[src/rtl/avg_pkg.sv]
// Shared definitions for the AVG vector processor sequencer.
// Latency: n/a (types and constants only).
// Backpressure: n/a.
package avg_pkg;

  // Byte program counter width.
  localparam int PC_W = 16;

  // Sequencer states.
  typedef enum logic [2:0] {
    HALTED = 3'd0,
    FETCH0 = 3'd1,
    FETCH1 = 3'd2,
    DECODE = 3'd3,
    VWAIT  = 3'd4,
    EXEC   = 3'd5
  } state_t;

  // Opcodes in bits [7:5] of the first instruction word, shared with avg_decode.
  localparam logic [2:0] OP_VCTR = 3'd0;
  localparam logic [2:0] OP_HALT = 3'd1;
  localparam logic [2:0] OP_SVEC = 3'd2;
  localparam logic [2:0] OP_STAT = 3'd3;
  localparam logic [2:0] OP_CNTR = 3'd4;
  localparam logic [2:0] OP_JSR  = 3'd5;
  localparam logic [2:0] OP_RTS  = 3'd6;
  localparam logic [2:0] OP_JMP  = 3'd7;

endpackage

[src/rtl/avg_ret_stack.sv]
// Return-address stack for JSR/RTS.
// Latency: push/pop take effect at the next clock; rdata shows the top entry combinationally.
// Backpressure: push while full and pop while empty are ignored; the caller checks full/empty.
// Ports: clk, rst_n (sync, active low), clr (sync flush), push/wdata, pop/rdata, full, empty.
module avg_ret_stack #(
  parameter int DEPTH = 4,
  parameter int W     = 16
) (
  input  logic         clk,
  input  logic         rst_n,
  input  logic         clr,
  input  logic         push,
  input  logic [W-1:0] wdata,
  input  logic         pop,
  output logic [W-1:0] rdata,
  output logic         full,
  output logic         empty
);

  localparam int AW = $clog2(DEPTH);
  localparam logic [AW:0] FULL_CNT = (AW + 1)'(DEPTH);

  logic [W-1:0] mem [DEPTH];
  logic [AW:0]  count;
  logic [AW:0]  top_cnt;

  // Entry below the count is the top; popped entries are left in place.
  assign top_cnt = count - 1'b1;
  assign rdata   = mem[top_cnt[AW-1:0]];
  assign full    = (count == FULL_CNT);
  assign empty   = (count == '0);

  always_ff @(posedge clk) begin
    if (!rst_n || clr) begin
      count <= '0;
    end else if (push && !full) begin
      mem[count[AW-1:0]] <= wdata;
      count              <= count + 1'b1;
    end else if (pop && !empty) begin
      count <= count - 1'b1;
    end
  end

endmodule

[src/rtl/avg_sequencer.sv]
// Fetch/execute controller for the AVG vector processor: fetches, hands inst to the decoder, steps the PC.
// Latency: non-vector op = 2 fetch cycles (1-cycle memory) + 1 decode + max(instLength,1) exec cycles.
// Backpressure: mem_rd held until mem_valid; vec_valid held (inst stable) until vec_ready.
// Ports: go starts from HALTED; mem_* word fetch; inst/d_* decoder loop; vec_valid/vec_ready vector
// handoff; z_wr/scal_wr/cntr one-cycle strobes; halted, sticky err, byte pc.
module avg_sequencer
  import avg_pkg::*;
#(
  parameter int STACK_DEPTH = 4,
  parameter int MEM_AW      = 15
) (
  input  logic              clk,
  input  logic              rst_n,
  input  logic              go,
  output logic              mem_rd,
  output logic [MEM_AW-1:0] mem_addr,
  input  logic [15:0]       mem_data,
  input  logic              mem_valid,
  output logic [31:0]       inst,
  input  logic              d_jmp,
  input  logic              d_jsr,
  input  logic              d_ret,
  input  logic              d_halt,
  input  logic              d_vector,
  input  logic              d_center,
  input  logic              d_zWrEn,
  input  logic              d_scalWrEn,
  input  logic [15:0]       d_jumpAddr,
  input  logic [2:0]        d_pcOffset,
  input  logic [2:0]        d_instLength,
  output logic              vec_valid,
  input  logic              vec_ready,
  output logic              z_wr,
  output logic              scal_wr,
  output logic              cntr,
  output logic              halted,
  output logic              err,
  output logic [PC_W-1:0]   pc
);

  state_t             state, state_nx;
  logic [PC_W-1:0]    pc_q, pc_nx;
  logic [31:0]        inst_q, inst_nx;
  logic [2:0]         cnt_q, cnt_nx;
  logic               err_q, err_nx;

  logic               stk_push, stk_pop, stk_clr;
  logic               stk_full, stk_empty;
  logic [PC_W-1:0]    stk_rdata;
  logic [PC_W-1:0]    pc_next_seq;
  logic [MEM_AW-1:0]  word_addr;

  assign pc_next_seq = pc_q + {13'd0, d_pcOffset};
  assign word_addr   = pc_q[MEM_AW:1];

  assign pc   = pc_q;
  assign inst = inst_q;
  assign err  = err_q;

  avg_ret_stack #(
    .DEPTH (STACK_DEPTH),
    .W     (PC_W)
  ) u_stack (
    .clk   (clk),
    .rst_n (rst_n),
    .clr   (stk_clr),
    .push  (stk_push),
    .wdata (pc_next_seq),
    .pop   (stk_pop),
    .rdata (stk_rdata),
    .full  (stk_full),
    .empty (stk_empty)
  );

  always_ff @(posedge clk) begin
    if (!rst_n) begin
      state  <= HALTED;
      pc_q   <= '0;
      inst_q <= '0;
      cnt_q  <= '0;
      err_q  <= 1'b0;
    end else begin
      state  <= state_nx;
      pc_q   <= pc_nx;
      inst_q <= inst_nx;
      cnt_q  <= cnt_nx;
      err_q  <= err_nx;
    end
  end

  always_comb begin
    state_nx  = state;
    pc_nx     = pc_q;
    inst_nx   = inst_q;
    cnt_nx    = cnt_q;
    err_nx    = err_q;
    stk_push  = 1'b0;
    stk_pop   = 1'b0;
    stk_clr   = 1'b0;
    mem_rd    = 1'b0;
    mem_addr  = word_addr;
    vec_valid = 1'b0;
    z_wr      = 1'b0;
    scal_wr   = 1'b0;
    cntr      = 1'b0;
    halted    = 1'b0;

    unique case (state)
      HALTED: begin
        halted = 1'b1;
        if (go) begin
          pc_nx    = '0;
          err_nx   = 1'b0;
          stk_clr  = 1'b1;
          state_nx = FETCH0;
        end
      end

      FETCH0: begin
        mem_rd = 1'b1;
        if (mem_valid) begin
          inst_nx[31:16] = mem_data;
          // Only long vectors carry a second word; short ops decode with a zero low half.
          if (mem_data[7:5] == OP_VCTR) begin
            state_nx = FETCH1;
          end else begin
            inst_nx[15:0] = '0;
            state_nx      = DECODE;
          end
        end
      end

      FETCH1: begin
        mem_rd   = 1'b1;
        mem_addr = word_addr + 1'b1;
        if (mem_valid) begin
          inst_nx[15:0] = mem_data;
          state_nx      = DECODE;
        end
      end

      DECODE: begin
        z_wr     = d_zWrEn;
        scal_wr  = d_scalWrEn;
        cntr     = d_center;
        cnt_nx   = d_instLength;
        state_nx = d_vector ? VWAIT : EXEC;
        if (d_halt) begin
          state_nx = HALTED;
        end else if (d_jsr) begin
          if (stk_full) begin
            err_nx   = 1'b1;
            state_nx = HALTED;
          end else begin
            stk_push = 1'b1;
            pc_nx    = d_jumpAddr;
          end
        end else if (d_jmp) begin
          pc_nx = d_jumpAddr;
        end else if (d_ret) begin
          if (stk_empty) begin
            err_nx   = 1'b1;
            state_nx = HALTED;
          end else begin
            stk_pop = 1'b1;
            pc_nx   = stk_rdata;
          end
        end else begin
          pc_nx = pc_next_seq;
        end
      end

      VWAIT: begin
        vec_valid = 1'b1;
        if (vec_ready) begin
          state_nx = EXEC;
        end
      end

      EXEC: begin
        // A loaded 0 behaves like 1 so every op spends at least one exec cycle.
        cnt_nx = cnt_q - 3'd1;
        if (cnt_q <= 3'd1) begin
          cnt_nx   = '0;
          state_nx = FETCH0;
        end
      end

      default: begin
        state_nx = HALTED;
      end
    endcase
  end

endmodule

[config.mk]
export PLATFORM = sky130hd
export DESIGN_NAME = avg_sequencer
export DESIGN_NICKNAME = d
export VERILOG_FILES = /design/src/rtl/avg_pkg.sv /design/src/rtl/avg_ret_stack.sv /design/src/rtl/avg_sequencer.sv
export SDC_FILE = /design/constraint.sdc
export NUM_CORES = 1
export LEC_CHECK = 0
export ABC_AREA = 1
export CORE_MARGIN = 3
export CORE_UTILIZATION = 55
export CTS_BUF_LIST = sky130_fd_sc_hd__clkbuf_8 sky130_fd_sc_hd__clkbuf_16
export CTS_CLUSTER_SIZE = 14
export DETAILED_ROUTE_END_ITERATION = 10
export GPL_ROUTABILITY_DRIVEN = 0
export PLACE_DENSITY = 0.89
export SYNTH_ARGS = -nofsm -noshare
export SYNTH_HDL_FRONTEND = slang
export SYNTH_SLANG_ARGS = --single-unit
[constraint.sdc]
create_clock -name clk -period 4.4 [get_ports clk]
set_input_delay 0.88 -clock clk [delete_from_list [all_inputs] [get_ports clk]]
set_output_delay 0.88 -clock clk [all_outputs]
set_load 0.02 [all_outputs]
Word-level counts from Yosys, hierarchy flattened --
Memories as Yosys holds them, arrays and structs flattened. Cells that the tools add are included.
Word-level totals: register bits 58, bits in writable memories 64, bits of input ports 51, output and inout bits 70, logic and storage cells 112, memories kept 1
Memories:
- u_stack.mem | words 4, bits a word 16, read ports 1, clocked after Yosys merged registers in 0, wr ports 1, line avg_ret_stack.sv:23 | logic [W-1:0] mem [DEPTH];
Cells by class: $add $sub $neg 5, magnitude comparators 1, equal/unequal tests 19, multiplexer cells 60, reductions and logical operators 19
Operators with widths (number):
- 16-bit two-way mux | 10
- 16-bit one-hot mux with 2 select lines | 2
- 3-bit two-way mux | 14
- 1-bit two-way mux | 30
- 3-bit one-hot mux with 6 select lines | 1
- 16-bit by 3-bit adder with 16-bit output | 1
- 15-bit by 1-bit adder with 15-bit output (second input constant) | 1
- 15-bit two-way mux | 1
- 2-bit inequality test (second input constant) | 7
- 5-bit AND reduction | 2
- 3-bit == test (second input constant) | 3
- 3-bit logical NOT | 3
- 3-bit inequality test (second input constant) | 3
- 2-bit nonzero test | 4
- 7-bit AND reduction | 1
- 3-bit by 2-bit == test with 1-bit output (second input constant) | 2
- 3-bit by 2-bit inequality test with 1-bit output (second input constant) | 2
- 3-bit one-hot mux with 2 select lines | 1
- 3-bit by 1-bit subtractor with 3-bit output (second input constant) | 2
- 5-bit inequality test (second input constant) | 1
- 4-bit AND reduction | 1
- 3-bit by 1-bit adder with 3-bit output (second input constant) | 1
- 3-bit by 1-bit == test with 1-bit output (second input constant) | 1
- 3-bit by 1-bit less-or-equal comparator with 1-bit output (second input constant) | 1
- other kinds (6) | 9

Logic depth before layout (Yosys ltp) --
Gate-level depths: netlist of run 1.
depth after elaboration 10, gate-level depth with buffers 13, mapped depth without buffers 12

By module --
From an unflattened synthesis of run 1, not the netlist that was laid out.
Second synthesis, totals: cell total of the unflattened synthesis 736, area, all modules 6174.7 µm²
Modules (own cells, without submodules):
- avg_sequencer | instances 1, cells an instance 533, area an instance 3493.4 µm², sequential area each 1101.1 µm²
- avg_ret_stack | instances 1, cells an instance 203, area an instance 2681.3 µm², sequential area each 1981.9 µm²

Worst setup path after synthesis of run 1 --
No wires, ideal clock.
path type reg2out, from register pc_q[2] (netlist: pc[2]), to output mem_addr[10], data arrival time 1.637 ns, required time 3.520 ns, setup slack 1.883 ns, stages on the path, launching flop included 8, path buffers 0, cells stage by stage dfxtp_1 ha_1 inv_1 nor2_1 nand2_1 nor2_1 nand2_1 xor2_1
On the way: cells in the longest elaborated chain, start to end 2
Ends and longest elaborated chain:
- from (decl) | line avg_sequencer.sv:42 | logic [PC_W-1:0] pc_q, pc_nx;
- from (signal assigned) | line avg_sequencer.sv:84 | pc_q <= pc_nx;
- 15-bit by 1-bit adder with 15-bit output | line avg_sequencer.sv:135 | mem_addr = word_addr + 1'b1;
- 15-bit two-way mux | line avg_sequencer.sv:108 | unique case (state)
- to (decl) | line avg_sequencer.sv:16 | output logic [MEM_AW-1:0] mem_addr,
No other way between the ends.

Worst setup path after layout of run 1 --
from register pc_q[1] (netlist: pc[1]), to output mem_addr[14]
The elaborated chain is that of the path after synthesis.

==> results.yml, run 1 <==
status:
  status: "complete, no violations"
floorplanning:
  design.die.area_um2: 12200
  fp-row-count: 37
  initial_core_util: 0.574
  die_w_um: 111
  chipHeight_um: 111
  pin_count: 121
  core_um2: 10500
setup_path:
  critPathTopFamily: "simple AND/OR/NAND/NOR gates"
  path_class: "reg -> out"
  worstPathArrival_ns: 2.78
  worstPathCellList: "ha_1 > inv_1 > nor2_1 > nand2_1 > nor2_1 > nand2_1 > xor2_1 > clkdlybuf4s50_1"
  r2r-start: "u_stack.count[0]"
  endpoint_kind: "primary output"
  r2r_slack_ns: 1.37
  cp_max_fo: 6
  r2r-end: "pc[2]"
  slowest_delay_ns: 0.63
  crit_buf_inv: 2
  crit_required_ns: 3.52
  startpoint_type: "register"
  crit_slowest_cell: "clkdlybuf4s50_1"
  rr_worst_depth: 9
routing:
  wl_per_cell_um: 18.1
  dr.pass1.iters: 8
  antenna_left: 0
  drtIter0Drc: 588
  vias: 5774
  drt_wl_total_mm: 18.2
  viasPerCell: 5.76
  drc_errors: 0
timing:
  whs_ns: 0.453
  skew_ns: 0.0130
  hold_violations: 0
  period_minus_slack_ns: 3.66
  setup_violations: 0
  fmax_mhz: 273
  relSlewSlack: 0.425
  rsz0062_at_grt: "false"
  slew_viol_final: 0
  worst_pin_slew_ns: 0.860
  final.setup.tns_ns: 0
  setup_slack_ns: 0.744
  post-route-period-util: 0.831
cts:
  htreeDepth: 4
  cts_hold_buf: 0
  cts_resized: 0
  cts_buffers: 17
  clockRootBuffer: "clkbuf_8"
  path_clk_slew_ns: 0.06
  clock_latency_ns: 0.53
  cts_sinks: 122
  cts_tree: "yes"
  cts_buffer_depth: 2
  post-cts-setup-buffer-count: 0
synthesis:
  ys_warn_count: 0
  synth.ff_latch_count: 122
  synthDistinctLibCells: 36
  netlist_area_um2: 6010
  syn-mean-instance-area_um2: 8.17
  syn_nets: 798
  synthCells: 735
  synth-seq-area-share: 0.513
grt:
  grt_use_total: 0.290
  grt_pass1_wl_mm: 28.6
  grt_pass1_vias: 5817
  grt_max_degree: 38
  grt-ovfl-total: 0
  antenna_found_initial: 0
cells_and_area:
  postLayoutCellArea_um2: 7890
  diodes: 0
  area_growth_pct: 31.4
  drive_gt1_frac: 0.0669
  nets: 917
place:
  dp_hpwl_mm: 12.0
  pre_cts_ws_ns: 1.05
  place_area_um2: 7310
  port_buffers: 120
flow_run:
  cap_viol_max_count: 0
power_and_ir_drop:
  max-vdd-ir-drop_mv: 0.277
  leakage_nw: 3.19
  powerDensity_nw_per_um2: 383
hold_path:
  holdPathEnd: "err"
  hp-class: "reg -> reg"
  min_path_cells: 2
  worstHoldStart: "err"
[cells by family after synthesis]
family          synth area share
simple gates               0.272
flops                      0.513
buf+inv                   0.0702
compound gates            0.0918
xor+xnor                  0.0262
fa+ha+maj                 0.0262
[sequential cells by signal (all words and copies together), names as in the netlist]
signal and cells:
u_stack.mem 64, state 3, err 1, pc 16, u_stack.count 3, cnt_q 3
inst 32
[synth_stat cells (all sizes together)]
master,n,share of area
o21a,1,0.0012
nand3,76,0.067
and2,10,0.010
nand4,5,0.0052
nand3b,1,0.0012
clkinv,1,0.00062
xor2,16,0.023
o22ai,3,0.0031
nand2,177,0.11
xnor2,2,0.0029
o21bai,2,0.0025
a22oi,16,0.020
nor4,1,0.0021
dfxtp,58,0.19
a21oi,30,0.025
edfxtp,64,0.32
o211ai,5,0.0085
or2,2,0.0021
nor2,112,0.074
inv,74,0.046
clkbuf,14,0.0092
fa,1,0.0033
buf,16,0.014
a221oi,1,0.0015
ha,11,0.023
o21ai,36,0.030
[cells in the final DEF, fill, tap and decap left out, drive strengths merged]
cell type / count
ha: 11
o211ai: 5
clkbuf: 17
o21ai: 36
xor2: 16
edfxtp: 64
nor2: 112
o21bai: 2
buf: 10
clkinvlp: 3
a221oi: 1
and2: 10
clkinv: 6
xnor2: 2
inv: 79
nor4: 1
bufinv: 2
nand3: 76
a22oi: 16
nand3b: 1
clkdlybuf4s50: 120
nand4: 5
a21oi: 30
or2: 2
o21a: 1
nand2: 177
o22ai: 3
dfxtp: 58
fa: 1
[area by class of cell]
class	instances	area (um^2)
Timing Repair Buffer	130	1280
Multi-Input combinational cell	508	2500
Clock inverter	15	164
Clock buffer	17	414
Tap cell	136	170
Sequential cell	122	3080
Inverter	75	282
Fill cell	669	2570
[layer usage]
layer  vias up  share of wire  GRT usage
li1       2658              -          -
met1      2734           0.37      0.349
met2       338           0.51      0.500
met3        44          0.098     0.0833
met4         0          0.022     0.0977
met5         -              0          0
[per-stage QoR]
| step | std cells | power [mW] | utilization |
|---|---|---|---|
| final | 1003 | 3.02 | 0.754 |
| after global routing | 1003 | 3.10 | 0.754 |
| after CTS | 1003 | 3.00 | 0.754 |
| after detailed placement | 971 | 1.67 | 0.699 |
| after global placement | 971 | 1.65 | 0.699 |
| after floorplan | 735 | 1.49 | - |
[how the worst max path moves through the flow]
stage	startpoint	end	slack, ns	cells past startpoint
2_1_floorplan	pc[2]	mem_addr[10]	1.88	7
6_report	pc[1]	mem_addr[14]	0.74	8
5_1_grt	pc[1]	mem_addr[10]	0.60	8
4_1_cts	pc[1]	mem_addr[14]	0.79	8
3_3_place_gp	d_ret	pc[10]	1.19	7
3_5_place_dp	d_ret	pc[14]	1.05	7
[worst register-to-register path: stages (launching register included)]
cell and delay [ns]:
dfxtp_1 0.31, buf_4 0.35, inv_1 0.14, ha_1 0.81
inv_1 0.52, nand3_1 0.21, nand3_1 0.11, o211ai_1 0.17
o211ai_1 0.17, a21oi_1 0.17
[power by group]
part	total (mW)	switching [mW]	internal, mW
Clock	1.36	0.549	0.815
Sequential	1.26	0.0277	1.23
Combinational	0.401	0.237	0.164
Total	3.02	0.814	2.21
Power figures use the tool's default switching activity.
==> run 2, diff against run 1 <==
--- a/config.mk
+++ b/config.mk
@@ -7,12 +7,12 @@
 export LEC_CHECK = 0
 export ABC_AREA = 1
 export CORE_MARGIN = 3
-export CORE_UTILIZATION = 55
+export CORE_UTILIZATION = 52
 export CTS_BUF_LIST = sky130_fd_sc_hd__clkbuf_8 sky130_fd_sc_hd__clkbuf_16
 export CTS_CLUSTER_SIZE = 14
 export DETAILED_ROUTE_END_ITERATION = 10
 export GPL_ROUTABILITY_DRIVEN = 0
-export PLACE_DENSITY = 0.89
+export PLACE_DENSITY = 0.85
 export SYNTH_ARGS = -nofsm -noshare
 export SYNTH_HDL_FRONTEND = slang
 export SYNTH_SLANG_ARGS = --single-unit
==> constraint.sdc (replaced) <==
create_clock -name clk -period 3.4 [get_ports clk]
set_input_delay 0.68 -clock clk [delete_from_list [all_inputs] [get_ports clk]]
set_output_delay 0.68 -clock clk [all_outputs]
set_load 0.02 [all_outputs]
==> results.yml, run 2 (synthesis gave the netlist of run 1 again) <==
grt:
  grt_pass1_vias: 5848
  grt_max_degree: 37
  grt-busiest-layer: "met2"
  gr-usage-met1: 0.338
  grt_use_total: 0.291
  use_met3: 0.0796
  grt-ovfl-total: 0
  antenna_found_initial: 0
  grt_pass1_wl_mm: 29.3
  grt_use_met2: 0.488
status:
  status: "complete, no violations"
setup_path:
  crit_slowest_cell: "clkdlybuf4s50_1"
  cp.depth: 7
  startpoint_type: "register"
  cp_max_fo: 8
  crit_start: "pc[3]"
  critPathTopFamily: "simple AND/OR/NAND/NOR gates"
  rr_worst_depth: 8
  path_class: "reg -> out"
  r2r-start: "u_stack.count[1]"
  worstPathArrival_ns: 2.60
  cpMostUsedCell: "nand2_1"
  slowest_delay_ns: 0.65
  crit_buf_inv: 1
  crit_required_ns: 2.72
  r2r-end: "pc[8]"
  r2r_slack_ns: 0.99
  crit_end: "mem_addr[11]"
  worstPathCellList: "nand3_1 > nor2_2 > nand2_1 > nor2_1 > nand2_1 > xor2_1 > clkdlybuf4s50_1"
  endpoint_kind: "primary output"
floorplanning:
  chipHeight_um: 113
  design.die.area_um2: 12900
  pin_count: 121
  fp-row-count: 38
  core_um2: 11100
  initial_core_util: 0.542
  die_w_um: 113
cells_and_area:
  area_growth_pct: 32.7
  instances_no_fill: 1010
  largest_reg_flops: 64
  layout_common_cells: "nand2_1 (177), clkdlybuf4s50_1 (120), nor2_1 (106)"
  nets: 920
  diodes: 0
  final_common_cell: "nand2_1"
  drive_gt1_frac: 0.0713
place:
  dp_hpwl_mm: 11.7
  dpl.cell_count: 978
  port_buffers: 120
  pre_cts_ws_ns: 0.409
cts:
  cts_sinks: 122
  clockRootBuffer: "clkbuf_16"
  htreeDepth: 4
  cts_tree: "yes"
  cts_buffer_depth: 2
  clock_latency_ns: 0.42
  path_clk_slew_ns: 0.06
  cts_buffers: 17
timing:
  relSlewSlack: 0.560
  setup_slack_ns: 0.125
  skew_ns: 0.00866
  worst_pin_slew_ns: 0.656
  period_minus_slack_ns: 3.28
  slew_viol_final: 0
  setup_violations: 0
  final.setup.tns_ns: 0
  hold_violations: 0
  fmax_mhz: 305
  post-route-period-util: 0.963
  rsz0062_at_grt: "false"
hold_path:
  hp-class: "reg -> reg"
routing:
  antenna_left: 0
  wl_per_cell_um: 18.3
  drc_errors: 0
  vias: 5789
  drtIter0Drc: 607
  viasPerCell: 5.73
  dr.pass1.iters: 6
  drt_wl_total_mm: 18.4
power_and_ir_drop:
  power_mw: 4.05
  leakage_nw: 3.23
  max-vdd-ir-drop_mv: 0.472
  powerDensity_nw_per_um2: 508
flow_run:
  cap_viol_max_count: 0
## run 2: cell types whose count changed in the layout (fill, tap and decap cells not counted), sizes merged
| cell | before | now |
|---|---|---|
| buf | 10 | 13 |
| bufinv | 2 | 4 |
| inv | 79 | 77 |
## run 2: power by group
part | total, mW | leakage, nW | switching (mW) | internal, mW
Clock | 1.91 | 0.301 | 0.681 | 1.23
Combinational | 0.520 | 1.89 | 0.306 | 0.214
Sequential | 1.63 | 1.03 | 0.0363 | 1.59
Total | 4.05 | 3.23 | 1.02 | 3.03
## run 2: metal layers
metal  vias up  share of wire  wire [um]
met2       328           0.50       9250
met1      2736           0.36       6700
li1       2654              -          -
met4         0          0.042        777
met3        71          0.093       1710
met5         -              0          0
## run 2: per-stage QoR
stage | cell area, um^2 | util | hold WS, ns
floorplan | 6010 | - | 0.513
global placement | 7340 | 0.663 | 0.448
detailed placement | 7340 | 0.663 | 0.448
CTS | 7970 | 0.719 | 0.458
global route | 7970 | 0.720 | 0.468
finish | 7970 | 0.720 | 0.459
## run 2: how the worst min path moves through the flow
stage | start | endpoint | slack [ns] | depth (start not counted)
2_1_floorplan | cnt_q[0] | cnt_q[0] | 0.51 | 2
3_3_place_gp | err | err | 0.45 | 2
3_5_place_dp | err | err | 0.45 | 2
4_1_cts | err | err | 0.46 | 2
5_1_grt | err | err | 0.47 | 2
6_report | err | err | 0.46 | 2
## run 2: timing repair
action | CTS | global route
setup buffers | 0 | 0
setup endpoints to repair | 0 | 5
hold buffers | 0 | 0
gates resized for setup | 0 | 2
## run 2: layout make-up
class | instances | area [um^2]
clock buffers | 17 | 425
clock inverters | 15 | 200
fillers | 766 | 3110
inverters | 75 | 282
multi-input cells | 508 | 2510
flip-flops and latches | 122 | 3080
well taps | 140 | 175
repair buffers | 133 | 1300
## run 2: worst reg2reg max path, cell delays in order (launching register included)
cell and delay [ns]:
dfxtp_1 0.33, inv_1 0.14, ha_1 0.27, nand2_1 0.16, o211ai_4 0.57, inv_2 0.16
nor2_4 0.40, nand2_1 0.12, a21oi_1 0.20
==> run 3, diff against run 2 <==
--- a/config.mk
+++ b/config.mk
@@ -6,6 +6,7 @@
 export NUM_CORES = 1
 export LEC_CHECK = 0
 export ABC_AREA = 1
+export CAP_MARGIN = 0
 export CORE_MARGIN = 3
 export CORE_UTILIZATION = 52
 export CTS_BUF_LIST = sky130_fd_sc_hd__clkbuf_8 sky130_fd_sc_hd__clkbuf_16
==> results of run 3 <==
No change in the layout: final DEF, timing and power equal those of run 2.
